==> src/rtl/phy_reset_seq_pkg.sv <==
// Shared types and default timing for the PHY reset sequencer (package phy_pkg).
// Holds the sequencer state encoding and the per-state reset/ready output map.
package phy_pkg;

    typedef enum logic [2:0] {
        HOLD       = 3'd0,
        FILTER     = 3'd1,
        IDC_RST    = 3'd2,
        WAIT_RDY   = 3'd3,
        SERDES_RST = 3'd4,
        READY      = 3'd5
    } seq_state_t;

    localparam int DEF_LOCK_FILT      = 16;
    localparam int DEF_IDC_RST_CYC    = 8;
    localparam int DEF_SERDES_RST_CYC = 4;
    localparam int DEF_RDY_TIMEOUT    = 1024;
    localparam int DEF_CNT_W          = 8;

    typedef struct packed {
        logic idc_rst;
        logic serdes_rst;
        logic ready;
    } phy_ctl_t;

    // Reset/ready levels the PHY sees while the sequencer sits in a given state.
    function automatic phy_ctl_t ctl_for(seq_state_t s);
        phy_ctl_t c;
        c = '{idc_rst: 1'b1, serdes_rst: 1'b1, ready: 1'b0};
        case (s)
            WAIT_RDY, SERDES_RST: c.idc_rst = 1'b0;
            READY:                c = '{idc_rst: 1'b0, serdes_rst: 1'b0, ready: 1'b1};
            default:              ;
        endcase
        return c;
    endfunction

    function automatic int max3(int a, int b, int c);
        int m;
        m = (a > b) ? a : b;
        return (m > c) ? m : c;
    endfunction

endpackage

==> src/rtl/phy_reset_seq_if.sv <==
// Sequencer-to-PHY signal bundle: lock/ready inputs plus reset, ready and debug outputs.
interface phy_reset_seq_if #(
    parameter int CNT_W = 8
);
    logic             locked;
    logic             idelay_rdy;
    logic             idelayctrl_rst;
    logic             serdes_rst;
    logic             phy_ready;
    logic [CNT_W-1:0] lock_loss_cnt;
    logic [2:0]       seq_state;
    logic             rdy_timeout;

    modport master (
        output locked,
        output idelay_rdy,
        input  idelayctrl_rst,
        input  serdes_rst,
        input  phy_ready,
        input  lock_loss_cnt,
        input  seq_state,
        input  rdy_timeout
    );

    modport slave (
        input  locked,
        input  idelay_rdy,
        output idelayctrl_rst,
        output serdes_rst,
        output phy_ready,
        output lock_loss_cnt,
        output seq_state,
        output rdy_timeout
    );
endinterface

==> src/rtl/phy_reset_seq_sync_2ff.sv <==
// Generic 1-bit two-flop synchroniser with synchronous active-low clear.
module sync_2ff (
    input  logic clk,
    input  logic resetn,
    input  logic d,
    output logic q
);
    logic meta;

    always_ff @(posedge clk) begin
        if (!resetn) begin
            meta <= 1'b0;
            q    <= 1'b0;
        end else begin
            meta <= d;
            q    <= meta;
        end
    end
endmodule

==> src/rtl/phy_reset_seq.sv <==
// Orders PHY bring-up from clock_gen lock: IDELAYCTRL reset, RDY wait, SERDES reset, ready.
// Optional WAIT_RDY timeout is built when PHY_RST_TIMEOUT_EN is defined.
module phy_reset_seq
    import phy_pkg::*;
#(
    parameter int LOCK_FILT      = DEF_LOCK_FILT,
    parameter int IDC_RST_CYC    = DEF_IDC_RST_CYC,
    parameter int SERDES_RST_CYC = DEF_SERDES_RST_CYC,
    parameter int RDY_TIMEOUT    = DEF_RDY_TIMEOUT,
    parameter int CNT_W          = DEF_CNT_W
) (
    input logic             clk,
    input logic             resetn,
    phy_reset_seq_if.slave  bus
);

    if (LOCK_FILT < 2) begin : g_bad_filt
        $error("LOCK_FILT must be at least 2");
    end
    if (IDC_RST_CYC < 1 || SERDES_RST_CYC < 1 || RDY_TIMEOUT < 1) begin : g_bad_cyc
        $error("IDC_RST_CYC, SERDES_RST_CYC and RDY_TIMEOUT must be at least 1");
    end

    localparam int CW = $clog2(max3(LOCK_FILT, IDC_RST_CYC, SERDES_RST_CYC)) + 1;
    localparam logic [CW-1:0] FILT_LAST = CW'(LOCK_FILT - 1);
    localparam logic [CW-1:0] IDC_LAST  = CW'(IDC_RST_CYC);
    localparam logic [CW-1:0] SER_LAST  = CW'(SERDES_RST_CYC);

    seq_state_t       state;
    logic [CW-1:0]    cnt;
    phy_ctl_t         ctl;
    logic [CNT_W-1:0] loss_cnt;
    logic             lock_s;

`ifdef PHY_RST_TIMEOUT_EN
    localparam int TW = $clog2(RDY_TIMEOUT) + 1;
    localparam logic [TW-1:0] TO_LAST = TW'(RDY_TIMEOUT);
    logic [TW-1:0] tcnt;
    logic          timeout_flag;
`endif

    sync_2ff u_lock_sync (
        .clk    (clk),
        .resetn (resetn),
        .d      (bus.locked),
        .q      (lock_s)
    );

    // Lock loss outranks every in-state exit; only drops out of READY are counted.
    always_ff @(posedge clk) begin
        if (!resetn) begin
            state    <= HOLD;
            cnt      <= '0;
            ctl      <= ctl_for(HOLD);
            loss_cnt <= '0;
`ifdef PHY_RST_TIMEOUT_EN
            tcnt         <= '0;
            timeout_flag <= 1'b0;
`endif
        end else if (state != HOLD && !lock_s) begin
            state <= HOLD;
            cnt   <= '0;
            ctl   <= ctl_for(HOLD);
            if (state == READY && loss_cnt != '1) begin
                loss_cnt <= loss_cnt + 1'b1;
            end
        end else begin
            case (state)
                HOLD: begin
                    if (lock_s) begin
                        state <= FILTER;
                        cnt   <= CW'(1);
                        ctl   <= ctl_for(FILTER);
                    end
                end
                FILTER: begin
                    if (cnt == FILT_LAST) begin
                        state <= IDC_RST;
                        cnt   <= CW'(1);
                        ctl   <= ctl_for(IDC_RST);
                    end else begin
                        cnt <= cnt + 1'b1;
                    end
                end
                IDC_RST: begin
                    if (cnt == IDC_LAST) begin
                        state <= WAIT_RDY;
                        cnt   <= '0;
                        ctl   <= ctl_for(WAIT_RDY);
`ifdef PHY_RST_TIMEOUT_EN
                        tcnt  <= TW'(1);
`endif
                    end else begin
                        cnt <= cnt + 1'b1;
                    end
                end
                WAIT_RDY: begin
                    if (bus.idelay_rdy) begin
                        state <= SERDES_RST;
                        cnt   <= CW'(1);
                        ctl   <= ctl_for(SERDES_RST);
                    end
`ifdef PHY_RST_TIMEOUT_EN
                    else if (tcnt == TO_LAST) begin
                        state        <= HOLD;
                        ctl          <= ctl_for(HOLD);
                        timeout_flag <= 1'b1;
                    end else begin
                        tcnt <= tcnt + 1'b1;
                    end
`endif
                end
                SERDES_RST: begin
                    if (cnt == SER_LAST) begin
                        state <= READY;
                        cnt   <= '0;
                        ctl   <= ctl_for(READY);
                    end else begin
                        cnt <= cnt + 1'b1;
                    end
                end
                READY: ;
                default: begin
                    state <= HOLD;
                    cnt   <= '0;
                    ctl   <= ctl_for(HOLD);
                end
            endcase
        end
    end

    assign bus.idelayctrl_rst = ctl.idc_rst;
    assign bus.serdes_rst     = ctl.serdes_rst;
    assign bus.phy_ready      = ctl.ready;
    assign bus.lock_loss_cnt  = loss_cnt;
    assign bus.seq_state      = state;
`ifdef PHY_RST_TIMEOUT_EN
    assign bus.rdy_timeout    = timeout_flag;
`else
    assign bus.rdy_timeout    = 1'b0;
`endif

endmodule

==> src/flat_wrapper.sv <==
// flat-port wrapper written by rule: the top's interface ports become plain ports
module phy_reset_seq_flat import phy_pkg::*;
#(
    parameter int LOCK_FILT      = DEF_LOCK_FILT,
    parameter int IDC_RST_CYC    = DEF_IDC_RST_CYC,
    parameter int SERDES_RST_CYC = DEF_SERDES_RST_CYC,
    parameter int RDY_TIMEOUT    = DEF_RDY_TIMEOUT,
    parameter int CNT_W          = DEF_CNT_W
)
  (clk, resetn, bus_locked, bus_idelay_rdy, bus_idelayctrl_rst, bus_serdes_rst, bus_phy_ready, bus_lock_loss_cnt, bus_seq_state, bus_rdy_timeout);
  phy_reset_seq_if #(.CNT_W(CNT_W)) bus_i ();
  input logic clk;
  input logic resetn;
  input wire logic [$bits(bus_i.locked)-1:0] bus_locked;
  input wire logic [$bits(bus_i.idelay_rdy)-1:0] bus_idelay_rdy;
  output wire logic [$bits(bus_i.idelayctrl_rst)-1:0] bus_idelayctrl_rst;
  output wire logic [$bits(bus_i.serdes_rst)-1:0] bus_serdes_rst;
  output wire logic [$bits(bus_i.phy_ready)-1:0] bus_phy_ready;
  output wire logic [$bits(bus_i.lock_loss_cnt)-1:0] bus_lock_loss_cnt;
  output wire logic [$bits(bus_i.seq_state)-1:0] bus_seq_state;
  output wire logic [$bits(bus_i.rdy_timeout)-1:0] bus_rdy_timeout;
  assign bus_i.locked = bus_locked;
  assign bus_i.idelay_rdy = bus_idelay_rdy;
  assign bus_idelayctrl_rst = bus_i.idelayctrl_rst;
  assign bus_serdes_rst = bus_i.serdes_rst;
  assign bus_phy_ready = bus_i.phy_ready;
  assign bus_lock_loss_cnt = bus_i.lock_loss_cnt;
  assign bus_seq_state = bus_i.seq_state;
  assign bus_rdy_timeout = bus_i.rdy_timeout;
  phy_reset_seq #(.LOCK_FILT(LOCK_FILT), .IDC_RST_CYC(IDC_RST_CYC), .SERDES_RST_CYC(SERDES_RST_CYC), .RDY_TIMEOUT(RDY_TIMEOUT), .CNT_W(CNT_W)) u_core (.clk(clk), .resetn(resetn), .bus(bus_i));
endmodule
==> config.mk <==
export PLATFORM = sky130hd
export DESIGN_NAME = phy_reset_seq_flat
export DESIGN_NICKNAME = d
export VERILOG_FILES = /design/src/rtl/phy_reset_seq_pkg.sv /design/src/rtl/phy_reset_seq_if.sv /design/src/rtl/phy_reset_seq_sync_2ff.sv /design/src/rtl/phy_reset_seq.sv /design/src/flat_wrapper.sv
export SDC_FILE = /design/constraint.sdc
export NUM_CORES = 1
export LEC_CHECK = 0
export CAP_MARGIN = 0
export CORE_MARGIN = 1.5
export CORE_UTILIZATION = 52
export CTS_CLUSTER_DIAMETER = 80
export DETAILED_ROUTE_END_ITERATION = 16
export GPL_TIMING_DRIVEN = 0
export PLACE_DENSITY = 0.75
export SYNTH_ARGS = -nofsm -noshare
export SYNTH_HDL_FRONTEND = slang
export SYNTH_SLANG_ARGS = --single-unit
==> constraint.sdc <==
create_clock -name clk -period 2.36 [get_ports clk]
set_input_delay 0.59 -clock clk [delete_from_list [all_inputs] [get_ports clk]]
set_output_delay 0.59 -clock clk [all_outputs]
set_load 0.05 [all_outputs]
Yosys cells after proc, flatten, opt, wreduce, memory -nomap -nowiden
Cells that the tools add are included.

operators by class
  $add $sub $neg = 2
  eq/ne operators = 14
  muxes and demuxes = 18
  bitwise gates (word level) = 2
  reductions and logical operators = 9

operators by type and width
  cell                   count
  $pmux W3 S6            2
  $mux W3                10
  $pmux W5 S6            1
  $mux W5                5
  $eq A5 B4 Y1 const B   2
  $add A8 B1 Y8 const B  1
  $ne A8 B8 Y1 const B   1
  $eq A3 B2 Y1 const B   2
  $eq A3 B3 Y1 const B   2
  $ne A2 B1 Y1 const B   3
  $reduce_and A6 Y1      1
  $add A5 B1 Y5 const B  1
  $eq A5 B3 Y1 const B   1
  $ne A2 B2 Y1 const B   2
  $eq A3 B1 Y1 const B   1
  $logic_not A3 Y1       1
  $reduce_and A3 Y1      1
  $reduce_bool A3 Y1     1
  $logic_and A1 B1 Y1    2
  $not A1 Y1             2
  $reduce_and A2 Y1      1
  $reduce_or A2 Y1       1
  $logic_not A1 Y1       1

word-level totals
  register bits = 21
  input bits = 4
  output and inout bits = 15
  word-level logic and storage cells = 53

Depth between registers and ports, before layout
Gate-level depths: netlist of the first run.

  word-level depth = 3
  gate-level depth with buffers = 7
  gate-level depth less buffers = 7

Hierarchy
From an unflattened synthesis of the first run, not the netlist that was laid out.

unflattened totals
  cells, all modules = 132
  area, all modules = 1,157.4 µm²

by module, submodules not included
  module         instances  cells each  area an instance (µm²)  seq. area each (µm²)
  phy_reset_seq  1          128         1,104.8                 380.4
  sync_2ff       1          4           52.6                    40.0

Worst setup path before layout of the first run
Ideal clock, no wire load.

  kind = reg2reg
  from = reg u_core.state[1] (netlist: u_core.bus.seq_state[1])
  to = reg u_core.ctl (netlist bit u_core.bus.idelayctrl_rst)
  library setup time = 122 ps
  data arrival time = 1,875 ps
  data required time = 2,238 ps
  path slack = 363 ps
  cell stages (with the launch flop) = 6
  path buffers = 1
  period minus slack after synthesis = 1,997 ps
  cell sequence = dfxtp_1 > nor2b_1 > a221o_1 > buf_6 > o31a_1 > a311o_1

on the way
  longest elaborated chain between the ends = 3
  elaborated cells between the ends (all ways) = 17
  classes of those cells = eq/ne (10); mux (1); bitwise (1); reduce/logical (5)

ends and longest elaborated chain
  what                                                                    RTL line             text
  start: declaration                                                      phy_reset_seq.sv:29  seq_state_t state;
  start signal: assignment                                                phy_reset_seq.sv:52  state <= HOLD;
  start signal: assignment                                                phy_reset_seq.sv:61  state <= HOLD;
  start signal: assignment                                                phy_reset_seq.sv:71  state <= FILTER;
  $eq A3 B3 Y1, or another cell as far along                              phy_reset_seq.sv:68  case (state)
  $ne A2 B1 Y1 (no line), or another cell as far along                    -
  $reduce_and A6 Y1 (no line) / $reduce_or A2 Y1 (equally long branches)  -
  end signal: assignment                                                  phy_reset_seq.sv:63  ctl <= ctl_for(HOLD);
  end signal: assignment                                                  phy_reset_seq.sv:73  ctl <= ctl_for(FILTER);
  end signal: assignment                                                  phy_reset_seq.sv:80  ctl <= ctl_for(IDC_RST);
  end: declaration                                                        phy_reset_seq.sv:31  phy_ctl_t ctl;

Parallel ways exist; a longest one is shown, timed or not.
A chain may end at the register's enable or synchronous reset.

Worst setup path in the final report of the first run
  from = reg u_core.loss_cnt[4] (netlist: u_core.bus.lock_loss_cnt[4])
  to = out bus_lock_loss_cnt[4]

RTL lines
  what                      RTL line             text
  start: declaration        phy_reset_seq.sv:32  logic [CNT_W-1:0] loss_cnt;
  start signal: assignment  phy_reset_seq.sv:65  loss_cnt <= loss_cnt + 1'b1;
  end: declaration          flat_wrapper.sv:19   output wire logic [$bits(bus_i.lock_loss_cnt)-1:0] bus_lock_loss_cnt;

No word-level cell between the ends.

==> flow_summary.json, run 1 <==
{
  "start_util": 0.543,
  "overflow": 0,
  "fp.dieW_um": 50.8,
  "clk_path_buf_depth": 2,
  "clkLatencyLatePin_ps": 300,
  "finalSetupViolations": 0,
  "hold_viol_final": 0,
  "dieArea_mm2": 0.00258,
  "area_growth_pct": 19.0,
  "required_ps": 1770,
  "drive_above_1_share": 0.101,
  "clock_sinks": 21,
  "finalSetupTns_ps": 0,
  "detailed_place_hpwl_mm": 1.87,
  "cts.clk_slew.worst_paths_ps": 110,
  "cp-start-kind": "flip-flop",
  "synthCells": 138,
  "cts_buffers": 3,
  "status": "completed",
  "synth.distinct_cells": 45,
  "synth-seq-cells": 21,
  "synth_edf_count": 0,
  "worst-path-stages": 1,
  "fin_skew_ps": 1.54,
  "syn_avg_cell_area_um2": 8.62,
  "synth_fp_nets": 147,
  "critical-path-max-stage-delay_ps": 850,
  "maxCapViolCount": 0,
  "finalCritPeriodShare": 0.929,
  "worstHoldPathType": "reg2reg",
  "r2r-end": "u_core.bus.idelayctrl_rst",
  "fin_cells": 186,
  "synth_xor_area_frac": 0.00736,
  "drtIter0Drc": 34,
  "ir_worst_vdd_uv": 438,
  "max-slew-margin-rel": 0.622,
  "gp_congestion": 0.799,
  "num_rows": 17,
  "placedCellCount": 182,
  "synth_flop_cell": "dfxtp_1",
  "tightestPinTransition_ps": 564,
  "synthArstFlopShare": 0,
  "total_leakage_power_uw": 0.000506,
  "die_y_um": 50.8,
  "cpMaxStageDelayCell": "clkdlybuf4s50_1",
  "synth_mux_area_frac": 0.0168,
  "io_buffers": 16,
  "crit_type": "reg2out",
  "yosys.area_share.adder": 0.0526,
  "antenna_found_initial": 0,
  "vias_per_cell": 5.74,
  "cts_tree": "yes",
  "powerDensity_mw_per_mm2": 683,
  "route.vias.total": 1068,
  "cp-endpoint": "bus_lock_loss_cnt[4]",
  "rsz0062_at_grt": "false",
  "rrSetupSlack_ps": 300,
  "synth_simple_gate_area_frac": 0.270,
  "final_util": 0.646,
  "fmax_mhz": 456,
  "r2r_start": "u_core.cnt[0]",
  "track_usage": 0.222,
  "worstPathCellList": "clkdlybuf4s50_1",
  "synth_top_family_by_area": "simple AND/OR/NAND/NOR gates",
  "cts_root_buf": "clkbuf_4",
  "core_mm2": 0.00219,
  "grt_pass1_wl_mm": 4.38,
  "grt_max_degree": 12,
  "drc": 0,
  "first_pass_iters": 4,
  "syn_area_mm2": 0.00119,
  "wirelength_mm": 2.54,
  "fin_nets": 168,
  "grt_pass1_vias": 981,
  "end_kind": "primary output",
  "n_antenna_cell": 0,
  "postCtsSetupBuffers": 0,
  "min_period_ps": 2190,
  "path_buf_inv": 1,
  "antenna_left": 0,
  "finalMaxSlewViolations": 0,
  "critical_path.top_delay_family": "buffers and inverters",
  "synth-compound-area-share": 0.233,
  "reg2reg_depth": 6,
  "seq_area_frac_synth": 0.353,
  "worstPathMaxFanout": 6,
  "wl_per_cell_um": 13.6,
  "yosys_warnings": 0,
  "crit_start": "u_core.bus.lock_loss_cnt[4]",
  "arrival_ps": 1600,
  "ios": 19,
  "htree_num_levels": 1
}
==> state kept, by name (all words and copies together) (netlist names) <==
signal and count:
u_core.cnt 5, u_core.bus.seq_state 3, u_core.bus.phy_ready 1, u_core.u_lock_sync.meta 1, u_core.bus.idelayctrl_rst 1, u_core.bus.serdes_rst 1
u_core.bus.lock_loss_cnt 8, u_core.u_lock_sync.q 1
==> cells in the mapped netlist, drive strengths merged (2+ instances only) <==
library cell	count	area share
nor3	5	0.025
a21oi	12	0.050
nor4	2	0.011
nand2	9	0.028
inv	8	0.025
o32a	2	0.017
ha	5	0.053
nand2b	4	0.027
buf	6	0.035
nand4	2	0.011
or3	4	0.021
mux2i	2	0.017
o21a	3	0.019
nand3	7	0.029
o21ai	6	0.025
and4bb	3	0.032
o32ai	3	0.028
dfxtp	21	0.35
nor2b	5	0.026
or4	2	0.013
and2	3	0.016
o31ai	2	0.013
nor2	6	0.019
==> cell usage in the layout (no fill, tap or decap), types with 5 or more instances in the layout <==
cell and count:
ha_1 5, nand3_1 7, nor2b_1 5, dfxtp_1 21, inv_1 8, clkdlybuf4s50_1 16
nor2_1 6, nand2_1 9, a21oi_1 12
==> repair_timing <==
action,CTS,global route
gates resized for setup,0,1
hold buffers,0,0
endpoints found under the setup margin,0,1
==> final cells by class <==
| cell class | instances | area [µm²] |
|---|---|---|
| Fill cell | 205 | 774 |
| Tap cell | 28 | 35.0 |
| Inverter | 8 | 30.0 |
| Sequential cell | 21 | 420 |
| Multi-Input combinational cell | 102 | 699 |
| Timing Repair Buffer | 16 | 160 |
| Clock buffer | 4 | 26.3 |
| Buffer | 7 | 45.0 |
==> power by group <==
part,leakage (µW),internal [µW],switching [µW]
combinational,0.000321,149,236
clock,0.0000150,66.0,106
sequential,0.000170,381,29.8
total,0.000506,596,371
==> worst reg2reg max path: stages, from the launching register on <==
cell and delay (ps):
dfxtp_1 430, inv_1 110, ha_1 220, and4bb_2 240
o32ai_2 430, nor3_2 150, a311o_1 370
==> stage by stage <==
stage	power (µW)	cell area [µm²]	hold slack, ps	setup WS, ps
finish	967	1420	450	167
global route	1030	1420	495	91.4
CTS	969	1410	456	151
detailed placement	791	1390	428	76.4
global placement	781	1390	423	87.8
floorplan	701	1190	412	363
==> cells by family after synthesis <==
kind of cell,after synthesis
other,1
muxes,2
and+or+nand+nor,54
buffers and inverters,15
DFF,21
adders and majority gates,5
AOI/OAI and AO/OA,39
xor gates and xnor gates,1
==> metal layers <==
| layer | global-route usage | share of wire | vias to the layer above |
|---|---|---|---|
| met5 | 0 | 0 | - |
| met4 | 0.108 | 0.013 | 0 |
| met3 | 0.0380 | 0.034 | 4 |
| met2 | 0.325 | 0.45 | 19 |
| met1 | 0.315 | 0.50 | 495 |
| li1 | - | - | 550 |
==> worst min-delay path by stage <==
stage,endpoint,cells past startpoint,slack [ps],start
after floorplan,u_core.u_lock_sync.q,1,410,u_core.u_lock_sync.meta
after global placement,u_core.u_lock_sync.q,1,420,u_core.u_lock_sync.meta
after detailed placement,u_core.u_lock_sync.q,1,430,u_core.u_lock_sync.meta
after CTS,u_core.u_lock_sync.q,1,460,u_core.u_lock_sync.meta
after global routing,u_core.u_lock_sync.q,1,500,u_core.u_lock_sync.meta
final,u_core.u_lock_sync.q,1,450,u_core.u_lock_sync.meta
(Power assumes the default switching activity.)
==> run 2: changes to the inputs <==
--- a/config.mk
+++ b/config.mk
@@ -12,6 +12,7 @@
 export DETAILED_ROUTE_END_ITERATION = 16
 export GPL_TIMING_DRIVEN = 0
 export PLACE_DENSITY = 0.75
+export REMOVE_ABC_BUFFERS = 1
 export SYNTH_ARGS = -nofsm -noshare
 export SYNTH_HDL_FRONTEND = slang
 export SYNTH_SLANG_ARGS = --single-unit
==> run 2 against run 1 <==
Effect of this change: design area decreased by 2.7%; total power decreased by 4.9%; global-route usage decreased by 1.4 points; register-to-register slack improved by 20 ps; worst setup slack got worse by 33 ps; clock power about the same; combinational power decreased by 18%; non-clock buffer count decreased by 6; critical path depth unchanged; first-iteration DRC count decreased by 44%; sequential share of layout area increased by 0.84 points; highest routed layer unchanged.
==> flow_summary.json, run 2 (same netlist as run 1, synthesis figures left out) <==
{
  "status": "completed",
  "total_leakage_power_uw": 0.000492,
  "fp.dieW_um": 50.8,
  "reg2reg_depth": 4,
  "vias_per_cell": 5.99,
  "core_mm2": 0.00219,
  "cpMaxStageDelayCell": "clkdlybuf4s50_1",
  "worstHoldPathType": "reg2reg",
  "drive_above_1_share": 0.0658,
  "end_kind": "primary output",
  "cts_resized": 3,
  "clock_sinks": 21,
  "finalSetupViolations": 0,
  "worst-path-stages": 1,
  "worstPathCellList": "clkdlybuf4s50_1",
  "worstPathMaxFanout": 7,
  "num_rows": 17,
  "min_period_ps": 2230,
  "drtIter0Drc": 19,
  "ir_worst_vdd_uv": 348,
  "track_usage": 0.208,
  "max-slew-margin-rel": 0.429,
  "route.vias.total": 1078,
  "fin_skew_ps": 2.03,
  "area_growth_pct": 15.8,
  "cp-start-kind": "flip-flop",
  "io_buffers": 17,
  "fmax_mhz": 449,
  "finalSetupTns_ps": 0,
  "maxCapViolCount": 0,
  "cts_root_buf": "clkbuf_4",
  "crit_start": "u_core.bus.lock_loss_cnt[2]",
  "critical_path.top_delay_family": "buffers and inverters",
  "cts_buffers": 3,
  "htree_num_levels": 1,
  "cts_tree": "yes",
  "dieArea_mm2": 0.00258,
  "first_pass_iters": 4,
  "largest_register_ffs": 8,
  "holdWs_ps": 450,
  "clk_path_buf_depth": 2,
  "grt_pass1_wl_mm": 4.16,
  "final_common_cell": "dfxtp_1",
  "finalMaxSlewViolations": 0,
  "r2r_start": "u_core.bus.seq_state[2]",
  "path_buf_inv": 1,
  "drc": 0,
  "antenna_found_initial": 0,
  "fin_nets": 162,
  "wl_per_cell_um": 13.8,
  "cts.clk_slew.worst_paths_ps": 110,
  "detailed_place_hpwl_mm": 1.80,
  "tightestPinTransition_ps": 850,
  "hp-start": "u_core.u_lock_sync.meta",
  "finalCritPeriodShare": 0.943,
  "dpl_cell_area_mm2": 0.00135,
  "n_antenna_cell": 0,
  "powerDensity_mw_per_mm2": 668,
  "min_path_cells": 1,
  "die_y_um": 50.8,
  "arrival_ps": 1640,
  "start_util": 0.543,
  "gp_congestion": 0.724,
  "wirelength_mm": 2.49,
  "required_ps": 1770,
  "critical-path-max-stage-delay_ps": 860,
  "finalInstanceArea_mm2": 0.00138,
  "multi_input_area_um2": 699,
  "nFillCells": 188,
  "clkLatencyLatePin_ps": 300,
  "grt_max_degree": 18,
  "grt_pass1_vias": 997,
  "crit_type": "reg2out",
  "antenna_left": 0,
  "layout_common_cells": "21 x dfxtp_1, 14 x clkdlybuf4s50_1, 12 x a21oi_1",
  "overflow": 0,
  "hold_buffers": 0,
  "postCtsSetupBuffers": 0,
  "hold_viol_final": 0,
  "ios": 19,
  "register_area_um2": 420,
  "rsz0062_at_grt": "false"
}
## run 2: cell type report
cell class	instances	area share
well taps	28	0.0254
multi-input cells	102	0.508
clock buffers	4	0.0191
repair buffers	17	0.121
flip-flops and latches	21	0.305
inverters	8	0.0218
## run 2: worst reg2reg max path: stages, from the launching register on
cell,delay (ps)
dfxtp_1,670
nor2b_1,120
a221o_1,490
o31a_1,350
a311o_1,310
## run 2: power by group
group	total, µW	switching (µW)	internal (µW)
Sequential	435	53.8	381
Combinational	315	198	118
Clock	170	104	65.8
## run 2: final timing paths
kind	endpoint	slack, ps
setup / recovery	bus_lock_loss_cnt[2]	130
hold / removal	u_core.u_lock_sync.q	450
setup reg to reg	u_core.bus.idelayctrl_rst	320
hold reg to reg	u_core.u_lock_sync.q	450
## run 2: per-layer routing
metal  wire length, µm  GRT usage  vias to the layer above
li1                  -          -                      539
met1              1130      0.248                      493
met2              1230      0.368                       38
met3                89     0.0263                        8
met4                42     0.0991                        0
met5                 0          0                        -
## run 2: metrics by stage
step           total power, µW  instances  utilization  setup WS (ps)
2_1_floorplan              670        131            -            226
3_3_place_gp               748        176        0.616           41.8
3_5_place_dp               762        176        0.616           18.7
4_1_cts                    929        180        0.626            141
5_1_grt                    987        180        0.629           81.1
6_report                   920        180        0.629            134
